[src/rtl/dsp_clk_pkg.sv]
// Shared types and default timing for the DSP clock generator and its lock synchronizer.
package dsp_clk_pkg;

  typedef enum logic [1:0] {
    ST_WAIT_LOCK = 2'd0,
    ST_STABLE    = 2'd1,
    ST_RUN       = 2'd2
  } clk_state_e;

  localparam int DEF_LOCK_STABLE_CYCLES = 1024;
  localparam int DEF_CE_DIV             = 24;
  localparam int DEF_SLOTS              = 32;
  localparam int DEF_SAMPLE_CLKS        = DEF_CE_DIV * DEF_SLOTS;

  // A terminal value of 0 still needs a 1-bit counter.
  function automatic int cnt_w(input int n);
    return (n > 1) ? $clog2(n) : 1;
  endfunction

endpackage

[src/rtl/dsp_sync2.sv]
// Two-flop synchronizer for a single asynchronous level; clears to 0 on reset.
module dsp_sync2 (
  input  logic i_clk,
  input  logic i_rst,
  input  logic i_d,
  output logic o_q
);

  logic r_meta;
  logic r_sync;

  always_ff @(posedge i_clk or posedge i_rst) begin
    if (i_rst) begin
      r_meta <= 1'b0;
      r_sync <= 1'b0;
    end else begin
      r_meta <= i_d;
      r_sync <= r_meta;
    end
  end

  assign o_q = r_sync;

endmodule

[src/rtl/dsp_clkgen.sv]
// DSP/SPC timebase: PLL lock qualification, ce strobe, slot counter and sample tick.
// Define DSP_CLKGEN_PAUSE_EN to build in the sample-aligned pause/resume handshake.
//   state        | meaning
//   ST_WAIT_LOCK | rst_out held, waiting for synchronized lock
//   ST_STABLE    | rst_out held, counting continuous lock cycles
//   ST_RUN       | rst_out released, phase/slot timebase running
module dsp_clkgen
  import dsp_clk_pkg::*;
#(
  parameter  int LOCK_STABLE_CYCLES = DEF_LOCK_STABLE_CYCLES,
  parameter  int CE_DIV             = DEF_CE_DIV,
  parameter  int SLOTS              = DEF_SLOTS,
  localparam int SLOT_W             = cnt_w(SLOTS)
) (
  input  logic              clk,
  input  logic              reset,
  input  logic              lock,
  input  logic              pause_req,
  output logic              rst_out,
  output logic              ce,
  output logic [SLOT_W-1:0] slot,
  output logic              sample_tick,
  output logic              pause_ack
);

  localparam int PH_W  = cnt_w(CE_DIV);
  localparam int STB_W = cnt_w(LOCK_STABLE_CYCLES);

  localparam logic [PH_W-1:0]   PH_LAST   = PH_W'(CE_DIV - 1);
  localparam logic [SLOT_W-1:0] SLOT_LAST = SLOT_W'(SLOTS - 1);
  localparam logic [STB_W-1:0]  STB_LAST  = STB_W'(LOCK_STABLE_CYCLES - 1);

  clk_state_e r_state, w_state_nxt;

  logic              w_lock_s;
  logic              w_hold;
  logic [STB_W-1:0]  r_stable, w_stable_nxt;
  logic [PH_W-1:0]   r_phase, w_phase_nxt;
  logic [SLOT_W-1:0] r_slot, w_slot_nxt;
  logic              r_ce, w_ce_nxt;
  logic              r_tick, w_tick_nxt;
  logic              r_rst_out;

  dsp_sync2 u_lock_sync (
    .i_clk (clk),
    .i_rst (reset),
    .i_d   (lock),
    .o_q   (w_lock_s)
  );

  always_ff @(posedge clk or posedge reset) begin
    if (reset) begin
      r_state   <= ST_WAIT_LOCK;
      r_stable  <= '0;
      r_phase   <= '0;
      r_slot    <= '0;
      r_ce      <= 1'b0;
      r_tick    <= 1'b0;
      r_rst_out <= 1'b1;
    end else begin
      r_state   <= w_state_nxt;
      r_stable  <= w_stable_nxt;
      r_phase   <= w_phase_nxt;
      r_slot    <= w_slot_nxt;
      r_ce      <= w_ce_nxt;
      r_tick    <= w_tick_nxt;
      r_rst_out <= (w_state_nxt != ST_RUN);
    end
  end

  // Everything not explicitly advanced falls back to zero, so leaving RUN or
  // freezing clears the timebase without extra terms.
  always_comb begin
    w_state_nxt  = r_state;
    w_stable_nxt = '0;
    w_phase_nxt  = '0;
    w_slot_nxt   = '0;
    w_ce_nxt     = 1'b0;
    w_tick_nxt   = 1'b0;
    case (r_state)
      ST_WAIT_LOCK: begin
        if (w_lock_s) w_state_nxt = ST_STABLE;
      end
      ST_STABLE: begin
        if (!w_lock_s)               w_state_nxt  = ST_WAIT_LOCK;
        else if (r_stable == STB_LAST) w_state_nxt  = ST_RUN;
        else                         w_stable_nxt = r_stable + 1'b1;
      end
      ST_RUN: begin
        if (!w_lock_s) begin
          w_state_nxt = ST_WAIT_LOCK;
        end else if (!w_hold) begin
          w_phase_nxt = (r_phase == PH_LAST) ? '0 : r_phase + 1'b1;
          w_slot_nxt  = r_slot;
          if (r_ce) w_slot_nxt = (r_slot == SLOT_LAST) ? '0 : r_slot + 1'b1;
          w_ce_nxt   = (w_phase_nxt == PH_LAST);
          w_tick_nxt = w_ce_nxt && (w_slot_nxt == SLOT_LAST);
        end
      end
      default: w_state_nxt = ST_WAIT_LOCK;
    endcase
  end

`ifdef DSP_CLKGEN_PAUSE_EN
  logic r_paused;

  // Freeze on the edge that ends a sample_tick cycle; stay frozen while requested.
  assign w_hold = r_paused | (r_tick & pause_req);

  always_ff @(posedge clk or posedge reset) begin
    if (reset) r_paused <= 1'b0;
    else       r_paused <= (r_state == ST_RUN) & w_lock_s & pause_req & w_hold;
  end

  assign pause_ack = r_paused;
`else
  logic w_unused_pause_req;

  assign w_unused_pause_req = pause_req;
  assign w_hold             = 1'b0;
  assign pause_ack          = 1'b0;
`endif

  assign rst_out     = r_rst_out;
  assign ce          = r_ce;
  assign slot        = r_slot;
  assign sample_tick = r_tick;

endmodule

[config.mk]
export PLATFORM = sky130hd
export DESIGN_NAME = dsp_clkgen
export DESIGN_NICKNAME = d
export VERILOG_FILES = /design/src/rtl/dsp_clk_pkg.sv /design/src/rtl/dsp_sync2.sv /design/src/rtl/dsp_clkgen.sv
export SDC_FILE = /design/constraint.sdc
export NUM_CORES = 1
export LEC_CHECK = 0
export CORE_MARGIN = 10
export CORE_UTILIZATION = 30
export DETAILED_ROUTE_END_ITERATION = 8
export PLACE_DENSITY_LB_ADDON = 0.2
export SLEW_MARGIN = 15
export SYNTH_ARGS = -nofsm -noshare
export SYNTH_HDL_FRONTEND = slang
export SYNTH_SLANG_ARGS = --single-unit
[constraint.sdc]
create_clock -name clk -period 2.2 [get_ports clk]
set_clock_uncertainty 0.1 [all_clocks]
set_input_delay 0.44 -clock clk [delete_from_list [all_inputs] [get_ports clk]]
set_output_delay 0.44 -clock clk [all_outputs]
set_load 0.005 [all_outputs]
After elaboration in Yosys (flattened, before gate mapping)
Index checks and enable logic that the tools add are counted.
{"block": "totals", "regBits": 27, "output_inout_bits": 9, "wordCells": 43}
{"block": "classes", "n_addsub": 3, "n_eq_ne": 8, "mux": 21, "reduce_logical": 2}
{"cell": "$mux 5", "n": 9}
{"cell": "$mux 10", "n": 3}
{"cell": "$eq 5x5->1 const B", "n": 4}
{"cell": "$add 10x1->10 const B", "n": 1}
{"cell": "$add 5x1->5 const B", "n": 2}
{"cell": "$eq 10x10->1 const B", "n": 1}
{"cell": "$mux 2", "n": 4}
{"cell": "$pmux 2 s3", "n": 1}
{"cell": "$mux 1", "n": 4}
{"cell": "$eq 2x1->1 const B", "n": 1}
{"cell": "$eq 2x2->1 const B", "n": 1}
{"cell": "$logic_not 2->1", "n": 1}
{"cell": "$ne 2x2->1 const B", "n": 1}
{"cell": "$logic_and 1x1->1", "n": 1}

Longest topological paths before layout
{"block": "depth", "word_depth": 9, "depth_mapped": 7}

Modules after synthesis
From an unflattened synthesis, not the netlist that was laid out.
{"block": "hier_totals", "hier_cells": 115, "hier_area_um2": 1243.7}
{"mod": "dsp_clkgen", "instances": 1, "cells_each": 112, "area_per_inst_um2": 1189.9, "seq_area_each_um2": 626.9}
{"mod": "dsp_sync2", "instances": 1, "cells_each": 3, "area_per_inst_um2": 53.8, "seq_area_each_um2": 50.0}

Worst setup path after synthesis
No wires, ideal clock.
{"block": "synth_path", "path_type": "flip-flop to flip-flop", "from": "register r_slot[0], in the netlist slot[0]", "to": "register r_tick, in the netlist sample_tick", "setup_ns": 0.094, "arrival_time_ns": 1.867, "slack_ns": 0.139, "path_stages_with_launch": 8, "n_path_buf": 0, "period_less_slack_ns": 2.061, "cell_sequence": "dfrtp_1 ha_1 and3_1 ha_1 or3b_4 nor3b_2 a21oi_1 nor4b_4"}
{"block": "synth_between", "elab_chain_len": 9, "word_cells_on_any_way": 10, "classes_between": "add/sub (1); eq/ne (2); mux (6); reduce/logical (1)"}
{"element": "from (decl)", "line": "dsp_clkgen.sv:39", "rtl": "logic [SLOT_W-1:0] r_slot, w_slot_nxt;"}
{"element": "from (signal assigned)", "line": "dsp_clkgen.sv:64", "rtl": "r_slot <= w_slot_nxt;"}
{"element": "$add 5x1->5 or $eq 5x5->1 (tied branches)", "line": "dsp_clkgen.sv:95", "rtl": "if (r_ce) w_slot_nxt = (r_slot == SLOT_LAST) ? '0 : r_slot + 1'b1;"}
{"element": "$mux 5", "line": "dsp_clkgen.sv:95"}
{"element": "$mux 5 *", "line": "dsp_clkgen.sv:95"}
{"element": "$mux 5 *", "line": "dsp_clkgen.sv:90", "rtl": "if (!w_lock_s) begin"}
{"element": "$mux 5 *", "line": "dsp_clkgen.sv:80", "rtl": "case (r_state)"}
{"element": "$eq 5x5->1 *", "line": "dsp_clkgen.sv:97", "rtl": "w_tick_nxt = w_ce_nxt && (w_slot_nxt == SLOT_LAST);"}
{"element": "$logic_and 1x1->1 *", "line": "dsp_clkgen.sv:97"}
{"element": "$mux 1 *", "line": "dsp_clkgen.sv:90"}
{"element": "$mux 1 *", "line": "dsp_clkgen.sv:80"}
{"element": "via w_tick_nxt", "line": "dsp_clkgen.sv:41", "rtl": "logic r_tick, w_tick_nxt;"}
{"element": "to (signal assigned)", "line": "dsp_clkgen.sv:66", "rtl": "r_tick <= w_tick_nxt;"}
{"element": "to (decl)", "line": "dsp_clkgen.sv:41"}
The timed path passes the listed nets; every way through them passes the cells marked *. The select of a mux whose other input is x is not followed.

Worst setup path after layout
Same ends and word-level chain as after synthesis.

==> out/metrics.cfg <==
[worst_setup_path]
worstPathMaxFanout = 5
critPathTopFamily = simple AND/OR/NAND/NOR gates
critPathSlowestCell = dfrtp_1
critPathBufInv = 0
reg2reg_depth = 7
worst_setup_path_start_kind = flop
cp-end-kind = flop
reg2reg_to = sample_tick
max_stage_delay_ps = 390
crit_type = flop to flop
required_ps = 2280
cp_common_cell = ha_1
arrival_ps = 2150
cp_cell_sequence = ha_1 > and3_1 > ha_1 > or3b_4 > nor3b_2 > a21oi_1 > nor4b_4
rrSetupSlack_ps = 130
r2r_start = slot[0]

[detailed_routing]
route.vias.total = 865
drt_iter0_markers = 29
wl_mm = 2.325
drt-vias-per-instance = 4.779
wl_per_cell_um = 12.85
firstDrtPassIters = 4
drc_errors = 0
postRouteAntennaNets = 0

[yosys]
synthesis.nets = 124
synth_top_cell_by_area = dfrtp_1
ys_types = 35
yosys_register_bits = 27
avgSynthCellArea_um2 = 10.97
yosysTopAreaCellShare = 0.5159
synthTopCellsByArea = dfrtp_1, nor2_1, ha_1
ys_seq_area_frac = 0.5367
syn_area_um2 = 1261
synthCells = 115
yosysWarningCount = 0

[clock_network]
ctsHoldBuffers = 0
post_cts_buffers = 0
clkLatencyLatePin_ps = 270
cts_tree = done
numCtsBuffers = 3
clkTransAtPathRegs_ps = 90
clkSinkCount = 27
cts_max_level = 1
root_buffer = clkbuf_8
clockBufferDepth = 2
cts-resized-gates = 0

[power]
intPower_uw = 637.2
seq_power_share = 0.623
p_switching_uw = 170.7
p_per_area_nw_per_um2 = 544.4
clkPwrFrac = 0.349
share_comb_of_total_power = 0.028
ir_drop_uv = 295.4
p_leak_uw = 0.0006680
p_total_uw = 807.9
switching_share = 0.2113

[floorplan]
start_util = 0.3130
chipWidth_um = 84.84
ios = 13
dieArea_um2 = 7198
die_y_um = 84.84
rows = 23
core_area_um2 = 4029

[timing]
report.final.slew_viol_count = 0
tns_ps = 0
clock.fmax_mhz = 483.0
hold_viol_final = 0
period_share = 0.9410
rsz0062_at_grt = false
fin_crit_ps = 2070
setup_viol = 0

[grt]
grt_first_pass_wirelength_mm = 4.146
grt_max_degree = 28
antenna_found_initial = 0
grt_overflow_total = 0
grt.total_usage = 0.06934
grt_pass1_vias = 862

[hold_path]
min_from = u_lock_sync.r_meta
holdPathStages = 0
hold_end = u_lock_sync.o_q
worstHoldPathType = flop to flop

[layout]
nNetsFinal = 141
drive_gt1_frac = 0.09924
fin_area_um2 = 1484
num_antenna_cells = 0
syn_to_final_growth_pct = 17.66
post-route-util = 0.3683

[placed_design]
placed_cell_area_um2 = 1439
gp_congestion = 0.7284
port-buffer-count = 10
dpl.hpwl_mm = 1.689

[run]
cap_violations = 0

[status]
status = finished, final reports clean

==> cells in the mapped netlist <==
master	n
nand3b_1	2
buf_4	1
xnor2_1	2
nor3b_1	2
nand2b_1	4
nor4bb_1	1
inv_1	4
and4_1	4
inv_2	1
nor3_1	1
o21ai_0	2
ha_1	5
nor2b_1	1
nand2_1	5
and3_1	2
a22oi_1	1
a21oi_1	6
a31oi_1	2
dfstp_2	1
clkbuf_1	1
nand4b_1	1
nand4_1	2
nor4b_4	1
o21ai_1	1
dfrtp_1	26
o21a_1	1
nor3b_2	1
buf_6	1
nand3_1	4
or3b_4	1
mux2i_1	3
xor2_1	6
conb_1	1
nor2_1	17
a311oi_1	1
==> per-layer routing <==
metal	up-vias	global-route usage	share of wire
met3	4	0.02008	0.049
met5	-	0	0
li1	430	-	-
met2	11	0.1105	0.48
met1	420	0.08264	0.45
met4	0	0.03593	0.017
==> state kept, by name (all words and copies together), names as in the netlist <==
register / count
r_stable: 10
r_state: 2
sample_tick: 1
u_lock_sync.r_meta: 1
rst_out: 1
r_phase: 5
u_lock_sync.o_q: 1
ce: 1
slot: 5
==> final cells by class <==
| type | instances | area, µm² |
|---|---|---|
| flip-flops and latches | 27 | 676.9 |
| well taps | 50 | 62.56 |
| clock buffers | 4 | 45.04 |
| repair buffers | 15 | 137.6 |
| multi-input cells | 80 | 543.0 |
| fillers | 405 | 2545 |
| inverters | 5 | 18.77 |
==> kinds of logic after synthesis <==
family                   count (synthesis)  share of synthesized area
buffers and inverters                    8                    0.03273
flip-flops                              27                     0.5367
AO/OA/AOI/OAI                           14                    0.06449
other                                    1                   0.002973
XOR/XNOR                                 8                    0.05556
AND/OR/NAND/NOR                         49                     0.2341
adder cells (fa/ha/maj)                  5                    0.04960
multiplexers                             3                    0.02381
==> power by group through the flow <==
stage	Clock, µW	Combinational (µW)	Sequential, µW
after global placement	0	23.2	513
after CTS	292	24.0	504
after floorplan	0	15.2	513
final	282	22.8	503
after global routing	313	26.5	504
after detailed placement	0	23.9	513
==> worst max-delay path by stage <==
stage	start	endpoint	slack, ps	depth (start not counted)
6_report	slot[0]	sample_tick	130	7
3_3_place_gp	slot[0]	sample_tick	170	7
3_5_place_dp	slot[0]	sample_tick	140	7
5_1_grt	slot[0]	sample_tick	30	7
2_1_floorplan	slot[0]	sample_tick	140	7
4_1_cts	slot[0]	sample_tick	110	7
==> placed cells by master, fill, tap and decap left out, drive strengths merged, types with 2 or more instances in the layout <==
cell type,instances
a21oi,6
inv,5
ha,5
dfrtp,26
buf,5
nand2b,4
nand4,2
and3,2
clkdlybuf4s50,10
o21ai,3
nor2,17
nand2,5
nand3,4
xor2,6
clkbuf,4
mux2i,3
xnor2,2
nand3b,2
nor3b,3
a31oi,2
and4,4
==> stage by stage <==
step                std cells  hold slack, ps  worst slack (ps)
global placement          177           233.3             168.4
floorplan                 115           231.2             138.5
detailed placement        177           237.9             138.2
CTS                       181           260.0             109.2
finish                    181           258.6             129.7
global route              181           261.5             30.63
Note: power is estimated with default switching activity, not from simulation.
